[src/rtl/binary_frame_writer.sv]
// Packs a 1-bit pixel stream 8 pixels per byte (LSB = leftmost pixel) and writes
// each byte to image memory at y*BYTES_PER_ROW + (x>>3), tracking frame geometry.
module binary_frame_writer #(
   parameter int WIDTH         = 640,
   parameter int HEIGHT        = 480,
   parameter int BYTES_PER_ROW = WIDTH / 8
) (
   input  logic        clk,
   input  logic        reset,
   input  logic        in_valid,
   input  logic        in_pixel,
   input  logic        in_first,
   input  logic        in_last,
   output logic [15:0] wraddress,
   output logic [7:0]  data,
   output logic        wren,
   output logic        frame_done,
   output logic        err
);

   localparam int XW = $clog2(WIDTH + 1);
   localparam int YW = $clog2(HEIGHT + 1);
   localparam logic [XW-1:0] X_MAX = XW'(WIDTH);
   localparam logic [YW-1:0] Y_MAX = YW'(HEIGHT);

   typedef enum logic [1:0] {
      S_WAIT_SOF = 2'd0,
      S_ACTIVE   = 2'd1,
      S_DROP     = 2'd2
   } state_t;

   state_t        state_q, state_d;
   logic [XW-1:0] x_q, x_d;
   logic [YW-1:0] y_q, y_d;
   logic [7:0]    pack_q, pack_d;
   logic [15:0]   wraddress_q, wraddress_d;
   logic [7:0]    data_q, data_d;
   logic          wren_q, wren_d;
   logic          frame_done_q, frame_done_d;
   logic          err_q, err_d;

   // A beat is in_valid=1; there is no ready, every beat is consumed that cycle.
   // in_first rebases the beat to (0,0) with an empty pack register.
   logic          take;
   logic          in_range;
   logic          byte_done;
   logic [XW-1:0] cx, new_x;
   logic [YW-1:0] cy, line_y;
   logic [7:0]    cpack, new_pack;

   always_comb begin
      state_d      = state_q;
      x_d          = x_q;
      y_d          = y_q;
      pack_d       = pack_q;
      wraddress_d  = wraddress_q;
      data_d       = data_q;
      wren_d       = 1'b0;
      frame_done_d = 1'b0;
      err_d        = err_q;

      take      = in_valid && (in_first || state_q == S_ACTIVE);
      cx        = in_first ? '0 : x_q;
      cy        = in_first ? '0 : y_q;
      cpack     = in_first ? '0 : pack_q;
      in_range  = cx < X_MAX;
      new_pack  = cpack;
      new_x     = cx;
      if (in_range) begin
         new_pack[cx[2:0]] = in_pixel;
         new_x             = cx + 1'b1;
      end
      byte_done = in_range && (cx[2:0] == 3'd7 || in_last);
      line_y    = cy + 1'b1;

      if (take) begin
         state_d = S_ACTIVE;
         // A restart while active aborts the frame; the partial byte is dropped.
         if (in_first && state_q == S_ACTIVE) err_d = 1'b1;
         if (!in_range) err_d = 1'b1;
         x_d    = new_x;
         y_d    = cy;
         pack_d = byte_done ? 8'h00 : new_pack;
         if (byte_done) begin
            wren_d      = 1'b1;
            wraddress_d = 16'(cy) * 16'(BYTES_PER_ROW) + 16'(cx >> 3);
            data_d      = new_pack;
         end
         if (in_last) begin
            x_d    = '0;
            pack_d = 8'h00;
            y_d    = line_y;
            if (new_x != X_MAX) err_d = 1'b1;
            if (line_y == Y_MAX) begin
               frame_done_d = 1'b1;
               y_d          = '0;
               state_d      = S_DROP;
            end
         end
      end
   end

   always_ff @(posedge clk or negedge reset) begin
      if (!reset) begin
         state_q      <= S_WAIT_SOF;
         x_q          <= '0;
         y_q          <= '0;
         pack_q       <= 8'h00;
         wraddress_q  <= 16'h0000;
         data_q       <= 8'h00;
         wren_q       <= 1'b0;
         frame_done_q <= 1'b0;
         err_q        <= 1'b0;
      end else begin
         state_q      <= state_d;
         x_q          <= x_d;
         y_q          <= y_d;
         pack_q       <= pack_d;
         wraddress_q  <= wraddress_d;
         data_q       <= data_d;
         wren_q       <= wren_d;
         frame_done_q <= frame_done_d;
         err_q        <= err_d;
      end
   end

   assign wraddress  = wraddress_q;
   assign data       = data_q;
   assign wren       = wren_q;
   assign frame_done = frame_done_q;
   assign err        = err_q;

endmodule

[config.mk]
export PLATFORM = sky130hd
export DESIGN_NAME = binary_frame_writer
export DESIGN_NICKNAME = d
export VERILOG_FILES = /design/src/rtl/binary_frame_writer.sv
export SDC_FILE = /design/constraint.sdc
export NUM_CORES = 1
export LEC_CHECK = 0
export ABC_AREA = 1
export BUFFER_PORTS_ARGS = -buffer_cell sky130_fd_sc_hd__clkbuf_2
export CAP_MARGIN = 20
export CORE_AREA = 2 2 110 70
export CTS_CLUSTER_DIAMETER = 80
export DETAILED_ROUTE_END_ITERATION = 6
export DIE_AREA = 0 0 112 72
export HOLD_SLACK_MARGIN = 0.05
export PLACE_DENSITY = 0.79
export SYNTH_ARGS = -nofsm -noshare
export SYNTH_HDL_FRONTEND = slang
export SYNTH_SLANG_ARGS = --single-unit
[constraint.sdc]
create_clock -name clk -period 5.6 [get_ports clk]
set_clock_uncertainty 0.05 [all_clocks]
set_input_delay 1.12 -clock clk [delete_from_list [all_inputs] [get_ports clk]]
set_output_delay 1.12 -clock clk [all_outputs]
set_load 0.01 [all_outputs]
==> flow_metrics.tcl, run 1 <==
set metrics [dict create \
    drc_errors 0 \
    hold_viol_final 0 \
    ff2ff_setup_slack_ps 2630 \
    worstPathArrival_ps 3830 \
    cts_resized 0 \
    fp.dieArea_um2 8064 \
    fin_hold_ws_ps 433.0 \
    power.density_nw_per_um2 203.9 \
    async_flop_share_pct 100.0 \
    grt_pass1_vias 3109 \
    status "completed" \
    initial_core_util_pct 52.76 \
    first_pass_iters 5 \
    setup_viol 0 \
    final_cell_area_um2 4098 \
    synth_nets 537 \
    io_pins 33 \
    routed_via_density 5.219 \
    routabilityCongestion 0.9543 \
    worstSetupEndpointType "register" \
    antenna_found_initial 0 \
    cts_tree "done" \
    utilization_pct 58.32 \
    wire_per_inst_um 13.72 \
    synth_ff_type "dfrtp_1" \
    grt_max_degree 57 \
    crit_start "in_first" \
    syn_inst 516 \
    hp-class "register to register" \
    cts.sinks 56 \
    ys_types 36 \
    final_net_count 569 \
    drv_cap 0 \
    rr_endpoint "wraddress[14]$_DFFE_PN0P_" \
    clockBufferDepth 2 \
    htreeDepth 2 \
    setup_ws_ps 1912 \
    rr_startpoint "y_q[1]$_DFFE_PN0P_" \
    io_buffers 32 \
    fin_crit_ps 3688 \
    required_ps 5750 \
    clock_latency_ps 310 \
    ys_ff_latch 56 \
    rsz0062_at_grt "false" \
    core_um2 7027 \
    syn_to_final_growth_pct 10.53 \
    die_height_um 72 \
    vias 3340 \
    slew_headroom_pct 53.17 \
    syn_area_um2 3707 \
    hold_buffers 0 \
    tightest_slew_ps 702.5 \
    crit_fanout 21 \
    postCtsSetupBuffers 0 \
    max_freq_mhz 271.2 \
    period_share_pct 65.85 \
    hpwl_um 6751 \
    ant_nets 0 \
    reg2reg_depth 17 \
    criticalPathCategory "input pin to register" \
    peakVddDrop_v 0.0001149 \
    drtIter0Drc 315 \
    tns_ps 0 \
    n_antenna_cell 0 \
    track_usage_pct 23.38 \
    endpoint "wraddress[14]$_DFFE_PN0P_" \
    fill_cells 657 \
    start_kind "input pin" \
    preCtsSetupSlack_ps 1657 \
    clkTransAtPathRegs_ps 70 \
    synth_edf_count 0 \
    final-max-slew-violation-count 0 \
    grt_pass1_wl_um 15120 \
    avgSynthCellArea_um2 7.185 \
    dpl-instance-area_um2 3948 \
    cts-root-buf "clkbuf_16" \
    final_layout_size_suffix_gt1_share_pct 13.66 \
    synth_warnings 0 \
    ys_seq_area_share_pct 37.80 \
    min_from "wraddress[15]$_DFFE_PN0P_" \
    overflow 0 \
    cts_buffers 5 \
    num_rows 24 \
    die-width_um 112 \
    power.leakage_nw 2.070 \
    wirelength_um 8783 \
]
-- layer usage --
layer	vias up	track usage [%]	share of wire, %
met5	-	0	0
met4	0	5.285	0.98
met3	10	5.597	9.5
met2	138	31.31	37
met1	1488	37.69	52
li1	1704	-	-
-- cell families after synthesis --
group / count (synthesis) / share of synthesized area, %
simple gates: 267 / 32.74
flops: 56 / 37.80
xor+xnor: 11 / 2.801
fa+ha+maj: 15 / 5.468
compound gates: 76 / 11.51
buf+inv: 91 / 9.686
-- cell type report --
type	count	area, um^2	share of cell area [%]
multi-input cells	369	1947	47.51
flip-flops and latches	56	1401	34.20
inverters	82	310.3	7.573
repair buffers	34	175.2	4.275
clock buffers	5	125.1	3.053
well taps	91	113.9	2.779
clock inverters	3	25.02	0.6107
-- synth_stat cells (2+ instances only) --
cell type  count  area [um^2]
o21ai_2        3        26.28
ha_1          13        162.7
nor2_2         2        12.51
buf_2          6        30.03
nand2_2        2        12.51
o21ai_0       41        205.2
nand3_1       30        150.1
nand2_4        3        33.78
nand2_1      150        563.0
nand4_1        9        56.30
xor2_1         9        78.83
inv_1         75        281.5
nor2_1        54        202.7
o22ai_1       14        87.58
clkbuf_1       2        7.510
inv_2          6        22.52
fa_1           2        40.04
o21ai_1        9        45.04
nor2_4        11        123.9
dfrtp_1       56         1401
a31oi_1        2        12.51
a21oi_1        3        15.01
-- critical path, stage by stage --
cell and delay (ps):
clkbuf_2 300, inv_4 300, nand2_4 110, inv_1 90, nor2_1 40, nor2_1 110
ha_1 200, inv_1 60, fa_1 390, xnor2_1 270, nand2_1 80, nor2_1 140
nand2_1 90, nor2_1 170, nand3_1 120, inv_1 60, nand2_1 40, nand3_1 60
nand2_1 50
-- sequential cells by signal, indices dropped and copies added (netlist names) --
signal / count
state_q: 2
err: 1
y_q: 9
frame_done: 1
data: 8
pack_q: 8
wraddress: 16
x_q: 10
wren: 1
-- metrics by stage --
stage	power, mW	std cells
floorplan	0.4792	516
global placement	0.5092	632
detailed placement	0.5109	632
CTS	0.8390	640
global route	0.8652	640
finish	0.8355	640
-- worst min path at each step --
stage,endpoint,slack [ps],depth (start not counted)
floorplan,y_q[0]$_DFFE_PN0P_,400,2
global placement,y_q[0]$_DFFE_PN0P_,410,2
detailed placement,data[7]$_DFFE_PN0P_,420,2
CTS,data[0]$_DFFE_PN0P_,440,2
global route,state_q[0]$_DFFE_PN0P_,460,2
finish,wraddress[15]$_DFFE_PN0P_,430,2
-- layout by cell type (no fill, tap or decap), types with 3 or more instances in the layout --
cell and instances:
inv_1 75, clkbuf_2 32, xor2_1 9, o22ai_1 14, o21ai_1 9, nor2_4 11
ha_1 13, nand4_1 9, nand2_4 3, inv_2 6, o21ai_0 41, dfrtp_1 56
o21ai_2 3, a21oi_1 3, nand2_1 150, nand3_1 30, nor2_1 54, clkbuf_16 5
-- report_power, final --
group | leakage (nW) | switching, mW | internal [mW] | total, mW
logic | 1.24 | 0.0595 | 0.0221 | 0.0816
registers | 0.762 | 0.00686 | 0.415 | 0.422
clock network | 0.0708 | 0.162 | 0.170 | 0.332
total | 2.07 | 0.229 | 0.607 | 0.836
Power figures use the tool's default switching activity.
==> inputs of run 2 (changes only) <==
--- a/config.mk
+++ b/config.mk
@@ -5,13 +5,13 @@
 export SDC_FILE = /design/constraint.sdc
 export NUM_CORES = 1
 export LEC_CHECK = 0
-export ABC_AREA = 1
+export ABC_AREA = 0
 export BUFFER_PORTS_ARGS = -buffer_cell sky130_fd_sc_hd__clkbuf_2
 export CAP_MARGIN = 20
-export CORE_AREA = 2 2 110 70
+export CORE_AREA = 2 2 110 69
 export CTS_CLUSTER_DIAMETER = 80
 export DETAILED_ROUTE_END_ITERATION = 6
-export DIE_AREA = 0 0 112 72
+export DIE_AREA = 0 0 112 71
 export HOLD_SLACK_MARGIN = 0.05
 export PLACE_DENSITY = 0.79
 export SYNTH_ARGS = -nofsm -noshare
==> constraint.sdc (replaced) <==
create_clock -name clk -period 3.75 [get_ports clk]
set_clock_uncertainty 0.05 [all_clocks]
set_input_delay 0.75 -clock clk [delete_from_list [all_inputs] [get_ports clk]]
set_output_delay 0.75 -clock clk [all_outputs]
set_load 0.01 [all_outputs]
==> flow_metrics.tcl, run 2 <==
set metrics [dict create \
    synth.top_cell.area_share_pct 38.42 \
    clkTransAtPathRegs_ps 70 \
    crit_fanout 16 \
    cts.sinks 56 \
    postCtsSetupBuffers 0 \
    synth_edf_count 0 \
    routabilityCongestion 0.9153 \
    io_buffers 32 \
    power.density_nw_per_um2 344.3 \
    ys_ff_latch 56 \
    syn_to_final_growth_pct 10.91 \
    final-max-slew-violation-count 0 \
    final_net_count 457 \
    fill_cells 617 \
    hp-class "register to register" \
    synth_nets 436 \
    wirelength_um 8632 \
    grt_max_degree 57 \
    die_height_um 71 \
    htreeDepth 2 \
    syn_area_um2 3647 \
    clock_power_share_pct 42.8 \
    rsz0062_at_grt "false" \
    hold_viol_final 0 \
    routed_via_density 5.985 \
    required_ps 3860 \
    async_flop_share_pct 100.0 \
    cts_buffers 5 \
    hpwl_um 6300 \
    peakVddDrop_v 0.0002988 \
    largest_reg_flops 16 \
    grt_pass1_vias 2857 \
    setup_viol 0 \
    p_comb_share_pct 10.9 \
    fin_hold_ws_ps 415.1 \
    cts_resized 0 \
    layout_commonest_cell "nand2_1" \
    vias 3154 \
    core_um2 7027 \
    n_antenna_cell 0 \
    criticalPathCategory "input pin to register" \
    synth_ff_type "dfrtp_1" \
    fin_crit_ps 3234 \
    num_rows 24 \
    avgSynthCellArea_um2 8.789 \
    cts-root-buf "clkbuf_16" \
    overflow 0 \
    synth.most_common_cell "nand2_1" \
    ys_types 71 \
    start_kind "input pin" \
    power.leakage_nw 1.915 \
    seqPwrFrac_pct 46.3 \
    tns_ps 0 \
    slew_headroom_pct 52.93 \
    cts_tree "done" \
    status "completed" \
    hold_buffers 0 \
    syn_inst 415 \
    clock_latency_ps 300 \
    final_layout_size_suffix_gt1_share_pct 13.76 \
    ff2ff_setup_slack_ps 600 \
    first_pass_iters 5 \
    p_switching_mw 0.3358 \
    grt_pass1_wl_um 14500 \
    drtIter0Drc 238 \
    antenna_found_initial 0 \
    period_share_pct 86.24 \
    die-width_um 112 \
    drc_errors 0 \
    total_power_mw 1.393 \
    clockBufferDepth 2 \
    fp.dieArea_um2 7952 \
    io_pins 33 \
    netlist_top_cells_area "dfrtp_1, nand2_1, ha_1, nor2_1, xnor2_1" \
    synth_warnings 0 \
    worstPathArrival_ps 3350 \
    wire_per_inst_um 16.38 \
    post-synth-top-area-cell "dfrtp_1" \
    tightest_slew_ps 706.0 \
    internal-power_mw 1.057 \
    max_freq_mhz 309.2 \
    ys_seq_area_share_pct 38.42 \
    swShare_pct 24.11 \
    ant_nets 0 \
    initial_core_util_pct 51.91 \
    synthTopCellsByCount "nand2_1, dfrtp_1, nor2_1, nand3_1, o21ai_0" \
    final_cell_mix "nand2_1, dfrtp_1, nor2_1, clkbuf_2" \
    drv_cap 0 \
    track_usage_pct 22.66 \
    worstSetupEndpointType "register" \
]
[run 2: cell count changes after synthesis, sizes merged, moves of 14 or more]
cell    change
nand2      -97
nor2       -30
o21ai      -17
clkbuf     +14
nor2b      +16
inv        -71
a21oi      +14
[run 2: metal layers]
layer,GRT usage (%),vias up,share of wire [%]
li1,-,1506,-
met5,0,-,0
met4,4.878,0,0.75
met3,5.484,9,8.5
met2,31.04,148,40
met1,36.07,1491,51
[run 2: logic make-up after synthesis]
group                      count (synthesis)  share of synthesized area (%)
AOI/OAI and AO/OA                        100                          18.32
xor gates and xnor gates                  24                          5.764
adders and majority gates                 16                          5.832
buffers and inverters                     36                          4.254
DFF                                       56                          38.42
muxes                                     10                          3.053
and+or+nand+nor                          173                          24.36
[run 2: power groups by stage]
| stage | Sequential [mW] | Combinational, mW | Clock, mW |
|---|---|---|---|
| after floorplan | 0.656 | 0.0904 | 0 |
| after global placement | 0.654 | 0.147 | 0 |
| after detailed placement | 0.656 | 0.152 | 0 |
| after CTS | 0.644 | 0.153 | 0.599 |
| after global routing | 0.647 | 0.170 | 0.616 |
| final | 0.644 | 0.152 | 0.596 |
[run 2: final timing paths]
path / depth (start not counted) / from / to
worst max-delay path: 11 / in_first / wraddress[14]$_DFFE_PN0P_
min in group asynchronous: 2 / reset / wraddress[11]$_DFFE_PN0P_
worst min register to register: 2 / wraddress[1]$_DFFE_PN0P_ / wraddress[1]$_DFFE_PN0P_
max in group asynchronous: 2 / reset / x_q[0]$_DFFE_PN0P_
worst max register to register: 10 / y_q[3]$_DFFE_PN0P_ / wraddress[14]$_DFFE_PN0P_
worst min-delay path: 2 / wraddress[1]$_DFFE_PN0P_ / wraddress[1]$_DFFE_PN0P_
[run 2: cell type report]
class | count | area [um^2] | share of cell area (%)
clock buffers | 5 | 125.1 | 3.093
clock inverters | 2 | 60.06 | 1.485
inverters | 11 | 41.29 | 1.021
multi-input cells | 323 | 2091 | 51.69
flip-flops and latches | 56 | 1401 | 34.64
well taps | 91 | 113.9 | 2.815
repair buffers | 39 | 212.7 | 5.258
[run 2: through the flow]
step / area, um^2 / std cells / worst slack, ps / utilization [%]
2_1_floorplan: 3647 / 415 / 398.9 / -
3_3_place_gp: 3860 / 520 / 413.3 / 54.93
3_5_place_dp: 3860 / 520 / 302.9 / 54.93
4_1_cts: 4045 / 527 / 571.5 / 57.57
5_1_grt: 4045 / 527 / 295.3 / 57.57
6_report: 4045 / 527 / 516.0 / 57.57
[run 2: critical path: stages]
cell and delay (ps):
clkbuf_2 230, nor2b_1 320, nand2_1 170, inv_1 80
ha_1 220, a211oi_1 520, nor2_1 180, xnor2_1 190
nor3_1 390, a31o_2 220, a31oi_1 70
==> inputs of run 3 (changes only) <==
--- a/config.mk
+++ b/config.mk
@@ -8,10 +8,10 @@
 export ABC_AREA = 0
 export BUFFER_PORTS_ARGS = -buffer_cell sky130_fd_sc_hd__clkbuf_2
 export CAP_MARGIN = 20
-export CORE_AREA = 2 2 110 69
+export CORE_AREA = 2 2 86 88
 export CTS_CLUSTER_DIAMETER = 80
 export DETAILED_ROUTE_END_ITERATION = 6
-export DIE_AREA = 0 0 112 71
+export DIE_AREA = 0 0 88 90
 export HOLD_SLACK_MARGIN = 0.05
 export PLACE_DENSITY = 0.79
 export SYNTH_ARGS = -nofsm -noshare
==> constraint.sdc (replaced) <==
create_clock -name clk -period 3.6 [get_ports clk]
set_clock_uncertainty 0.05 [all_clocks]
set_input_delay 0.72 -clock clk [delete_from_list [all_inputs] [get_ports clk]]
set_output_delay 0.72 -clock clk [all_outputs]
set_load 0.01 [all_outputs]
==> flow_metrics.tcl, run 3 (synthesis results as in run 2) <==
set metrics [dict create \
    hp-class "input pin to asynchronous set/reset pin" \
    hold_buffers 0 \
    grt_max_degree 35 \
    crit_slowest_cell "fa_1" \
    cp_num_buf_inv 2 \
    fin_crit_ps 3046 \
    final-max-slew-violation-count 0 \
    overflow 0 \
    vias 3053 \
    final_layout_size_suffix_gt1_share_pct 14.16 \
    die_height_um 90 \
    crit_fanout 16 \
    max_freq_mhz 328.3 \
    path_cells "clkbuf_2 > buf_4 > nor2b_1 > nand2_1 > fa_1 > nor2b_1 > o221ai_1 > a21oi_1 > xor2_1 > nand4_1 > o32ai_1" \
    crit_top_cell "nor2b_1" \
    num_rows 31 \
    cts-root-buf "clkbuf_8" \
    antenna_found_initial 0 \
    die-width_um 88 \
    cts_tree "done" \
    cts_buffers 5 \
    routed_via_density 5.685 \
    utilization_pct 56.59 \
    hold_viol_final 0 \
    drtIter0Drc 203 \
    required_ps 3760 \
    drc_errors 0 \
    first_pass_iters 5 \
    slew_headroom_pct 60.97 \
    status "completed" \
    wire_per_inst_um 14.93 \
    hpwl_um 5991 \
    setup_ws_ps 554.4 \
    clock_latency_ps 320 \
    initial_core_util_pct 51.95 \
    peakVddDrop_v 0.0001637 \
    tns_ps 0 \
    setup_viol 0 \
    track_usage_pct 21.66 \
    tightest_slew_ps 585.4 \
    cts.sinks 56 \
    io_buffers 32 \
    largest_reg_flops 16 \
    clockBufferDepth 2 \
    grt_pass1_vias 2955 \
    fill_cells 636 \
    grt_pass1_wl_um 13880 \
    fp.dieArea_um2 7920 \
    final_net_count 458 \
    clkTransAtPathRegs_ps 110 \
    final_cell_mix "nand2_1, dfrtp_1, nor2_1, clkbuf_2" \
    ant_nets 0 \
    postCtsSetupBuffers 0 \
    critPathMaxStageDelay_ps 430 \
    routabilityCongestion 0.9332 \
    period_share_pct 84.60 \
    layout_commonest_cell "nand2_1" \
    io_pins 33 \
    rsz0062_at_grt "false" \
    start_kind "input pin" \
    drv_cap 0 \
    worstSetupEndpointType "register" \
    power.density_nw_per_um2 299.5 \
    wirelength_um 8019 \
    htreeDepth 2 \
    criticalPathCategory "input pin to register" \
    n_antenna_cell 0 \
    core_um2 7020 \
    cts_resized 0 \
    power.leakage_nw 1.872 \
    crit_family "simple AND/OR/NAND/NOR gates" \
    worstPathArrival_ps 3210 \
    syn_to_final_growth_pct 8.919 \
    preCtsSetupSlack_ps 253.2 \
]
[run 3: changes by cell type in the layout (fill, tap and decap cells not counted)]
cell,change
inv_8,+1
clkbuf_16,-5
clkinvlp_4,+2
buf_4,+1
bufinv_16,-2
clkbuf_8,+5
[run 3: worst paths after layout]
kind / slack (ps) / depth (start not counted) / from / endpoint
min in group clk: 440 / 2 / wraddress[4]$_DFFE_PN0P_ / wraddress[4]$_DFFE_PN0P_
worst min-delay path: 330 / 1 / reset / y_q[8]$_DFFE_PN0P_
worst max register to register: 670 / 9 / y_q[3]$_DFFE_PN0P_ / wraddress[15]$_DFFE_PN0P_
worst max-delay path: 550 / 11 / in_first / wraddress[15]$_DFFE_PN0P_
max in group asynchronous: 2310 / 2 / reset / pack_q[0]$_DFFE_PN0P_
worst min register to register: 440 / 2 / wraddress[4]$_DFFE_PN0P_ / wraddress[4]$_DFFE_PN0P_
[run 3: metrics by stage]
step | instances | power [mW] | hold WS, ps | area (um^2)
floorplan | 415 | 0.7773 | 374.4 | 3647
global placement | 529 | 0.8323 | 400.8 | 3877
detailed placement | 529 | 0.8371 | 411.6 | 3877
CTS | 537 | 1.203 | 348.8 | 3973
global route | 537 | 1.253 | 375.5 | 3973
finish | 537 | 1.190 | 327.4 | 3973
[run 3: layout make-up]
cell class	count	area, um^2	area share (%)
Multi-Input combinational cell	323	2091	52.63
Sequential cell	56	1401	35.28
Timing Repair Buffer	40	220.2	5.543
Tap cell	99	123.9	3.118
Clock buffer	5	68.82	1.732
Inverter	11	41.29	1.039
Clock inverter	3	26.28	0.6614
[run 3: where the power goes]
part | internal, mW | switching (mW) | leakage, nW | total [mW]
Clock | 0.142 | 0.223 | 0.0423 | 0.365
Combinational | 0.0556 | 0.0998 | 1.07 | 0.155
Sequential | 0.650 | 0.0196 | 0.755 | 0.670
[run 3: layer usage]
| metal | global-route usage, % | up-vias | wire length, um |
|---|---|---|---|
| li1 | - | 1504 | - |
| met1 | 32.13 | 1439 | 3836 |
| met4 | 6.410 | 0 | 91 |
| met3 | 2.938 | 10 | 458 |
| met2 | 32.77 | 100 | 3633 |
| met5 | 0 | - | 0 |
